$ cat src/rtl/icache_refill_ctrl_pkg.sv
// Shared types and constants for the instruction-cache refill controller.
package icache_refill_ctrl_pkg;
  localparam logic [31:0] ZeroWord  = 32'h0;
  localparam int          InstBytes = 4;

  typedef logic [31:0] InstAddrBus;
  typedef logic [31:0] InstBus;

  typedef enum logic [1:0] {
    IDLE  = 2'd0,
    FETCH = 2'd1,
    WRITE = 2'd2
  } state_t;
endpackage

$ cat src/rtl/icache_refill_ctrl_if.sv
// Fetch-side, memory-arbiter and cache-fill signals of the refill controller.
// master = controller, slave = surrounding IF stage / arbiter / cache.
interface icache_refill_ctrl_if
  import icache_refill_ctrl_pkg::*;
#(
  parameter int ADDR_W = 32
);
  logic              miss_i;
  logic [ADDR_W-1:0] miss_pc_i;
  logic              flush_i;
  logic              mem_req_o;
  logic [ADDR_W-1:0] mem_addr_o;
  logic              mem_gnt_i;
  logic [7:0]        mem_din_i;
  logic              we_o;
  logic [ADDR_W-1:0] wpc_o;
  InstBus            winst_o;
  logic              done_o;
  InstBus            inst_o;

  modport master (
    input  miss_i, miss_pc_i, flush_i, mem_gnt_i, mem_din_i,
    output mem_req_o, mem_addr_o, we_o, wpc_o, winst_o, done_o, inst_o
  );

  modport slave (
    output miss_i, miss_pc_i, flush_i, mem_gnt_i, mem_din_i,
    input  mem_req_o, mem_addr_o, we_o, wpc_o, winst_o, done_o, inst_o
  );
endinterface

$ cat src/rtl/icache_refill_ctrl_refill_byte_assembler.sv
// Collects returned bytes into a little-endian word; byte idx k lands in bits 8k+7:8k.
module refill_byte_assembler #(
  parameter int NUM_LANES = 4,
  parameter int CNT_W     = 3
) (
  input  logic                   clk,
  input  logic                   rst,
  input  logic                   clear,
  input  logic                   en,
  input  logic [CNT_W-1:0]       idx,
  input  logic [7:0]             din,
  output logic [NUM_LANES*8-1:0] word
);
  logic [NUM_LANES-1:0][7:0] lane;

  always_ff @(posedge clk) begin
    if (rst || clear) begin
      lane <= '0;
    end else if (en) begin
      for (int k = 0; k < NUM_LANES; k++)
        if (idx == CNT_W'(k)) lane[k] <= din;
    end
  end

  assign word = lane;
endmodule

$ cat src/rtl/icache_refill_ctrl.sv
// Instruction-cache refill: byte-wise memory reads, word assembly, one-cycle fill write.
// Optional ICACHE_REFILL_STATS_EN adds refill and stall counters.
module icache_refill_ctrl
  import icache_refill_ctrl_pkg::*;
#(
  parameter int ADDR_W     = 32,
  parameter int INST_BYTES = InstBytes,
  parameter int CNT_W      = 3
) (
  input  logic clk,
  input  logic rst,
  input  logic rdy,
  icache_refill_ctrl_if.master bus
`ifdef ICACHE_REFILL_STATS_EN
  ,
  output logic [31:0] refill_cnt_o,
  output logic [31:0] stall_cnt_o
`endif
);
  localparam logic [CNT_W-1:0] NumBytes = CNT_W'(INST_BYTES);
  localparam logic [CNT_W-1:0] LastIdx  = CNT_W'(INST_BYTES - 1);

  state_t                  state, state_nxt;
  logic [ADDR_W-1:0]       base;
  logic [CNT_W-1:0]        issued, recv;
  logic                    pending;
  logic [INST_BYTES*8-1:0] word;
  logic                    start, req, fire, take, last;

  // rdy gates every state change, so a frozen cycle can neither issue nor capture
  assign start = rdy && state == IDLE && bus.miss_i && !bus.flush_i;
  assign req   = rdy && state == FETCH && issued < NumBytes;
  assign fire  = req && bus.mem_gnt_i;
  assign take  = rdy && state == FETCH && pending && !bus.flush_i;
  assign last  = take && recv == LastIdx;

  always_ff @(posedge clk) begin
    if (rst)      state <= IDLE;
    else if (rdy) state <= state_nxt;
  end

  always_comb begin
    state_nxt = state;
    if (bus.flush_i) begin
      state_nxt = IDLE;
    end else begin
      case (state)
        IDLE:    if (bus.miss_i) state_nxt = FETCH;
        FETCH:   if (last) state_nxt = WRITE;
        WRITE:   state_nxt = IDLE;
        default: state_nxt = IDLE;
      endcase
    end
  end

  always_ff @(posedge clk) begin
    if (rst) begin
      base    <= '0;
      issued  <= '0;
      recv    <= '0;
      pending <= 1'b0;
    end else if (rdy) begin
      if (bus.flush_i) begin
        // a byte granted now still returns next cycle; dropping pending discards it
        issued  <= '0;
        recv    <= '0;
        pending <= 1'b0;
      end else if (start) begin
        base    <= bus.miss_pc_i;
        issued  <= '0;
        recv    <= '0;
        pending <= 1'b0;
      end else begin
        pending <= fire;
        if (fire) issued <= issued + CNT_W'(1);
        if (take) recv   <= recv + CNT_W'(1);
      end
    end
  end

  refill_byte_assembler #(
    .NUM_LANES (INST_BYTES),
    .CNT_W     (CNT_W)
  ) u_asm (
    .clk   (clk),
    .rst   (rst),
    .clear (rdy && (bus.flush_i || start)),
    .en    (take),
    .idx   (recv),
    .din   (bus.mem_din_i),
    .word  (word)
  );

  always_comb begin
    bus.mem_req_o  = req;
    bus.mem_addr_o = '0;
    bus.we_o       = 1'b0;
    bus.done_o     = 1'b0;
    bus.wpc_o      = '0;
    bus.winst_o    = ZeroWord;
    bus.inst_o     = ZeroWord;
    case (state)
      FETCH: bus.mem_addr_o = base + ADDR_W'(issued);
      WRITE: begin
        bus.we_o    = rdy && !bus.flush_i;
        bus.done_o  = rdy && !bus.flush_i;
        bus.wpc_o   = base;
        bus.winst_o = word;
        bus.inst_o  = word;
      end
      default: ;
    endcase
  end

`ifdef ICACHE_REFILL_STATS_EN
  always_ff @(posedge clk) begin
    if (rst) begin
      refill_cnt_o <= '0;
      stall_cnt_o  <= '0;
    end else begin
      if (bus.we_o) refill_cnt_o <= refill_cnt_o + 32'd1;
      if (state == FETCH && req && !bus.mem_gnt_i) stall_cnt_o <= stall_cnt_o + 32'd1;
    end
  end
`endif
endmodule

$ cat src/flat_wrapper.sv
// flat-port wrapper written by rule: the top's interface ports become plain ports
module icache_refill_ctrl_flat import icache_refill_ctrl_pkg::*;
#(
  parameter int ADDR_W     = 32,
  parameter int INST_BYTES = InstBytes,
  parameter int CNT_W      = 3
)
  (clk, rst, rdy, bus_miss_i, bus_miss_pc_i, bus_flush_i, bus_mem_gnt_i, bus_mem_din_i, bus_mem_req_o, bus_mem_addr_o, bus_we_o, bus_wpc_o, bus_winst_o, bus_done_o, bus_inst_o);
  icache_refill_ctrl_if #(.ADDR_W(ADDR_W)) bus_i ();
  input  logic clk;
  input  logic rst;
  input  logic rdy;
  input wire logic [$bits(bus_i.miss_i)-1:0] bus_miss_i;
  input wire logic [$bits(bus_i.miss_pc_i)-1:0] bus_miss_pc_i;
  input wire logic [$bits(bus_i.flush_i)-1:0] bus_flush_i;
  input wire logic [$bits(bus_i.mem_gnt_i)-1:0] bus_mem_gnt_i;
  input wire logic [$bits(bus_i.mem_din_i)-1:0] bus_mem_din_i;
  output wire logic [$bits(bus_i.mem_req_o)-1:0] bus_mem_req_o;
  output wire logic [$bits(bus_i.mem_addr_o)-1:0] bus_mem_addr_o;
  output wire logic [$bits(bus_i.we_o)-1:0] bus_we_o;
  output wire logic [$bits(bus_i.wpc_o)-1:0] bus_wpc_o;
  output wire logic [$bits(bus_i.winst_o)-1:0] bus_winst_o;
  output wire logic [$bits(bus_i.done_o)-1:0] bus_done_o;
  output wire logic [$bits(bus_i.inst_o)-1:0] bus_inst_o;
  assign bus_i.miss_i = bus_miss_i;
  assign bus_i.miss_pc_i = bus_miss_pc_i;
  assign bus_i.flush_i = bus_flush_i;
  assign bus_i.mem_gnt_i = bus_mem_gnt_i;
  assign bus_i.mem_din_i = bus_mem_din_i;
  assign bus_mem_req_o = bus_i.mem_req_o;
  assign bus_mem_addr_o = bus_i.mem_addr_o;
  assign bus_we_o = bus_i.we_o;
  assign bus_wpc_o = bus_i.wpc_o;
  assign bus_winst_o = bus_i.winst_o;
  assign bus_done_o = bus_i.done_o;
  assign bus_inst_o = bus_i.inst_o;
  icache_refill_ctrl #(.ADDR_W(ADDR_W), .INST_BYTES(INST_BYTES), .CNT_W(CNT_W)) u_core (.clk(clk), .rst(rst), .rdy(rdy), .bus(bus_i));
endmodule
$ cat config.mk
export PLATFORM = sky130hd
export DESIGN_NAME = icache_refill_ctrl_flat
export DESIGN_NICKNAME = d
export VERILOG_FILES = /design/src/rtl/icache_refill_ctrl_pkg.sv /design/src/rtl/icache_refill_ctrl_if.sv /design/src/rtl/icache_refill_ctrl_refill_byte_assembler.sv /design/src/rtl/icache_refill_ctrl.sv /design/src/flat_wrapper.sv
export SDC_FILE = /design/constraint.sdc
export NUM_CORES = 1
export LEC_CHECK = 0
export ABC_AREA = 1
export CORE_ASPECT_RATIO = 1.75
export CORE_UTILIZATION = 41
export DETAILED_ROUTE_END_ITERATION = 8
export PLACE_DENSITY_LB_ADDON = 0.15
export RECOVER_POWER = 25
export SYNTH_ARGS = -nofsm -noshare
export SYNTH_HDL_FRONTEND = slang
export SYNTH_SLANG_ARGS = --single-unit
$ cat constraint.sdc
create_clock -name clk -period 1.9 [get_ports clk]
set_clock_uncertainty 0.1 [all_clocks]
set_input_delay 0.19 -clock clk [delete_from_list [all_inputs] [get_ports clk]]
set_output_delay 0.19 -clock clk [all_outputs]
set_load 0.005 [all_outputs]
Word level (Yosys, flattened, before mapping) --
Index checks and enable logic that the tools add are counted.
Storage, ports and cells: bits in registers 73, input bits 46
Cells by class: $add $sub $neg 3, $lt $le $gt $ge 1, eq/ne operators 7, muxes and demuxes 16, bitwise operators 1, reduce and logical (&&, ||, !) cells 26
Operators by type and width (number):
- 2-to-1 mux 32 bit | 3
- adder 32 x 3 -> 32 bit | 1
- 2-to-1 mux 3 bit | 6
- AND reduction 2 bit | 6
- logical AND 1 bit | 11
- adder 3 x 1 -> 3 bit, second input constant | 2
- == test 3 x 2 -> 1 bit, second input constant | 2
- 2-to-1 mux 2 bit | 3
- AND reduction 3 bit | 2
- nonzero test 3 bit | 2
- one-hot mux 2 bit (2 select lines) | 1
- == test 3 x 1 -> 1 bit, second input constant | 1
- logical NOT 3 bit | 1
- less-than comparator 3 bit, second input constant | 1
- 2-to-1 mux 1 bit | 3
- inequality test 3 x 2 -> 1 bit, second input constant | 1
- inequality test 3 bit, second input constant | 1
- == test 2 x 1 -> 1 bit, second input constant | 1
- == test 2 bit, second input constant | 1
- logical NOT 2 bit | 1
- logical OR 1 bit | 2
- logical NOT 1 bit | 1
- inverter 1 bit | 1

Logic depth before layout (Yosys ltp) --
depth after elaboration 8, gate-level depth with buffers 10, depth with buffers taken out 10

Cells and area by module --
A second synthesis with hierarchy kept.
Second synthesis, totals: cell total of the unflattened synthesis 792, area, all modules 4692.0 sq um
By module, submodules not included:
- icache_refill_ctrl | instances 1, cells an instance 599, area each 3372.0 sq um, sequential area each 820.8 sq um
- refill_byte_assembler | instances 1, cells an instance 193, area each 1320.0 sq um, sequential area each 640.6 sq um

Worst setup path after synthesis --
No wires, ideal clock.
path type flip-flop to output port, start point register u_core.issued[0], end point output port bus_mem_addr_o[16], arrival 1704 ps, slack -94 ps, stages on the path, launching flop included 9, path buffers 0, path through dfxtp_1 ha_1 inv_1 fa_1 o21ai_2 nand2_1 nor2_1 a21oi_1 nor3_1
On the way: cells in the longest elaborated chain, start to end 2
Ends and longest elaborated chain:
- start: declaration | line icache_refill_ctrl.sv:25 | logic [CNT_W-1:0] issued, recv;
- start signal: assignment | line icache_refill_ctrl.sv:75 | if (fire) issued <= issued + CNT_W'(1);
- adder 32 x 3 -> 32 bit | line icache_refill_ctrl.sv:103 | FETCH: bus.mem_addr_o = base + ADDR_W'(issued);
- 2-to-1 mux 32 bit | line icache_refill_ctrl.sv:102 | case (state)
- end: declaration | line flat_wrapper.sv:19 | output wire logic [$bits(bus_i.mem_addr_o)-1:0] bus_mem_addr_o;
No other way between the ends.

Final worst setup path --
start point register u_core.base[0], end point output port bus_mem_addr_o[16]
On the way: cells in the longest elaborated chain, start to end 2
Ends and longest elaborated chain:
- start: declaration | line icache_refill_ctrl.sv:24 | logic [ADDR_W-1:0] base;
- start signal: assignment | line icache_refill_ctrl.sv:69 | base <= bus.miss_pc_i;
- adder 32 x 3 -> 32 bit | line icache_refill_ctrl.sv:103
- 2-to-1 mux 32 bit | line icache_refill_ctrl.sv:102
No other way between the ends.

==> flow_summary_export.csv <==
group,metric,value,unit
floorplanning,die_width,82.4,um
sta,setup_ws,-571,ps
global_route,grt_use_total,0.316,
pwr,p_leak,3.42,nW
logic_synthesis,synth_seq_cells,73,
cts,clk_pin_slew,60,ps
setup_path,start_kind,"register",
cts,cts_made_buffers,9,
sta,hold_viol_final,0,
logic_synthesis,synthTopCellsByArea,"dfxtp_1 (32%), nand2_1 (12%), nor2_1 (11%)",
placement,hpwl,12.5,mm
placement,post-place-cells,1062,
pwr,p_per_area,522,nW/um^2
sta,post-route-min-period,2470,ps
cts,tritoncts,"yes",
drt,drt_iter0_markers,188,
floorplanning,coreArea,11000,um^2
global_route,grt_first_pass_wirelength,27.6,mm
drt,dr.pass1.iters,5,
hold_path,min_path_type,"reg -> reg",
logic_synthesis,synth_largest_area_cell,"dfxtp_1",
logic_synthesis,yosysSeqAreaShare,0.315,
global_route,antenna_found_initial,0,
floorplanning,io_pins,177,
floorplanning,std_cell_rows,51,
cts,htree_levels,3,
sta,finalCritPeriodShare,1.30,
setup_path,required,1610,ps
sta,max_slew_margin,0.613,
cts,clkSinkCount,73,
run_status,failed_checks,"setup timing",
sta,maxSlewViolCount,0,
placement,gp_congestion,0.941,
setup_path,worstSetupEndpointType,"output pin",
layout,drive_gt1_frac,0.380,
logic_synthesis,syn_area,4630,um^2
logic_synthesis,synth_flop_cell,"dfxtp_1",
global_route,grt_pass1_vias,5827,
logic_synthesis,syn_area_per_cell,6.44,um^2
pwr,ir_worst_vdd,474,uV
logic_synthesis,synth_edf_count,0,
cts,cts.path.max_buffers,2,
logic_synthesis,synthArstFlopShare,0,
run,maxCapViolations,0,
logic_synthesis,ys_warn_count,0,
logic_synthesis,post-synth-top-count-cell,"nand2_1",
drt,wl_per_cell,16.7,um
setup_path,worstPathArrival,2180,ps
drt,postRouteAntennaNets,0,
placement,io_buffers,176,
logic_synthesis,ys_top_cells_by_count,"nand2_1 (149), nor2_1 (130), inv_1 (93), a21oi_1 (75), dfxtp_1 (73)",
layout,fin_area,7870,um^2
layout,area_delta_synth_final,69.8,%
drt,drt-vias-per-instance,5.12,
logic_synthesis,syn_nets,775,
floorplanning,die_area,11700,um^2
sta,fmax,0.405,GHz
layout,finalNonFillerCells,1112,
setup_path,max_stage_delay,380,ps
floorplanning,die_h,143,um
placement,preCtsSetupSlack,-601,ps
floorplanning,initial_core_util,0.420,
sta,rsz0062_at_grt,"true",
cts,holdBufCountCts,0,
layout,final_nets,1031,
global_route,grt-ovfl-total,0,
global_route,grt_max_degree,42,
logic_synthesis,synth_top_area_share,0.315,
logic_synthesis,syn_inst,719,
sta,setup_viol,30,
cts,clk-insertion-delay-late,340,ps
sta,timing.setup.tns,-13320,ps
setup_path,cp_max_fo,3,
placement,post_dp_cell_area,6980,um^2
setup_path,crit_type,"reg -> out",
drt,route.detailed.drc,0,
setup_path,crit_slowest_cell,"fa_2",
cts,clock-root-buffer,"clkbuf_16",
layout,diodes,0,
sta,tightestPinTransition,578,ps
drt,vias,5696,
drt,wl,18.6,mm
setup_path,path_cells,"ha_4 -> inv_2 -> fa_2 -> o21ai_4 -> nand2_4 -> buf_6 -> nor2_4 -> a21oi_2 -> nor3_2 -> buf_2",
logic_synthesis,ys_types,33,
run_status,outcome,"finished, violations left",
## worst max-delay path: cells and delay by family (launching register included)
| family | cells | cell delay [ps] |
|---|---|---|
| and+or+nand+nor | 3 | 340 |
| DFF | 1 | 360 |
| adders and majority gates | 2 | 520 |
| AOI/OAI and AO/OA | 2 | 290 |
| buffers and inverters | 3 | 320 |
## registers in the layout (all words and copies together) (netlist names)
name and cells:
u_core.issued 3, u_core.recv 3, u_core.state 2, u_core.base 32, u_core.pending 1, u_core.u_asm.word 32
## power breakdown
part	internal [mW]	switching, mW	total [mW]	leakage [nW]
registers	1.57	0.0401	1.61	0.597
logic	0.345	0.367	0.711	2.67
clock network	1.06	0.721	1.78	0.153
total	2.98	1.13	4.10	3.42
## area by class of cell
type                       instances  area, um^2
sequential                        73        1480
tap                              132         165
timing repair buffer             302        2620
inverter                         100         397
fill                             939        3170
clock inverter                     6        66.3
multi-input combinational        489        2900
clock buffer                      10         239
## cells by family (layout without fill, tap and decap cells)
| family | after synthesis | after routing | synth area share |
|---|---|---|---|
| AOI/OAI and AO/OA | 136 | 136 | 0.163 |
| and+or+nand+nor | 339 | 339 | 0.324 |
| DFF | 73 | 73 | 0.315 |
| buffers and inverters | 157 | 418 | 0.162 |
| adders and majority gates | 10 | 10 | 0.0286 |
| xor gates and xnor gates | 4 | 4 | 0.00756 |
## layer usage
metal  share of wire  up-vias  GRT usage
met5               0        -          0
met1            0.32     2615      0.281
met4           0.072        0      0.239
met2            0.55      250      0.604
li1                -     2750          -
met3           0.056       81     0.0466
## layout by cell type (no fill, tap or decap), types with 9 or more instances in the layout
cell,instances
dlygate4sd2_1,39
o21ai_2,10
buf_4,75
a21oi_1,65
clkbuf_2,33
a21oi_2,10
nand3_1,16
nor2_2,39
inv_2,10
inv_1,83
dfxtp_1,62
nand2_1,127
o21ai_0,35
clkdlybuf4s50_1,44
clkbuf_16,9
clkdlybuf4s15_1,20
dfxtp_2,10
nand2_2,17
buf_6,37
nor2_1,88
buf_2,39
## metrics by stage
step / utilization / power (mW) / hold slack [ps]
after CTS: 0.704 / 4.08 / 359
after global routing: 0.713 / 4.24 / 386
after global placement: 0.632 / 2.20 / 345
final: 0.713 / 4.10 / 359
after detailed placement: 0.632 / 2.21 / 350
after floorplan: - / 1.88 / 159
## worst paths after layout
check / to / slack (ps) / depth (start not counted) / startpoint
worst max-delay path: bus_mem_addr_o[16] / -570 / 10 / u_core.base[0]
worst min-delay path: u_core.u_asm.word[8] / 360 / 2 / u_core.u_asm.word[8]
worst max register to register: u_core.u_asm.word[9] / 10 / 9 / u_core.state[1]
worst min register to register: u_core.u_asm.word[8] / 360 / 2 / u_core.u_asm.word[8]
## repair_timing
action,CTS,global route
endpoints found under the setup margin,131,84
gates resized for setup,400,155
pin swaps,51,48
setup buffers,31,16
cloned,4,0
Power figures use the tool's default switching activity.
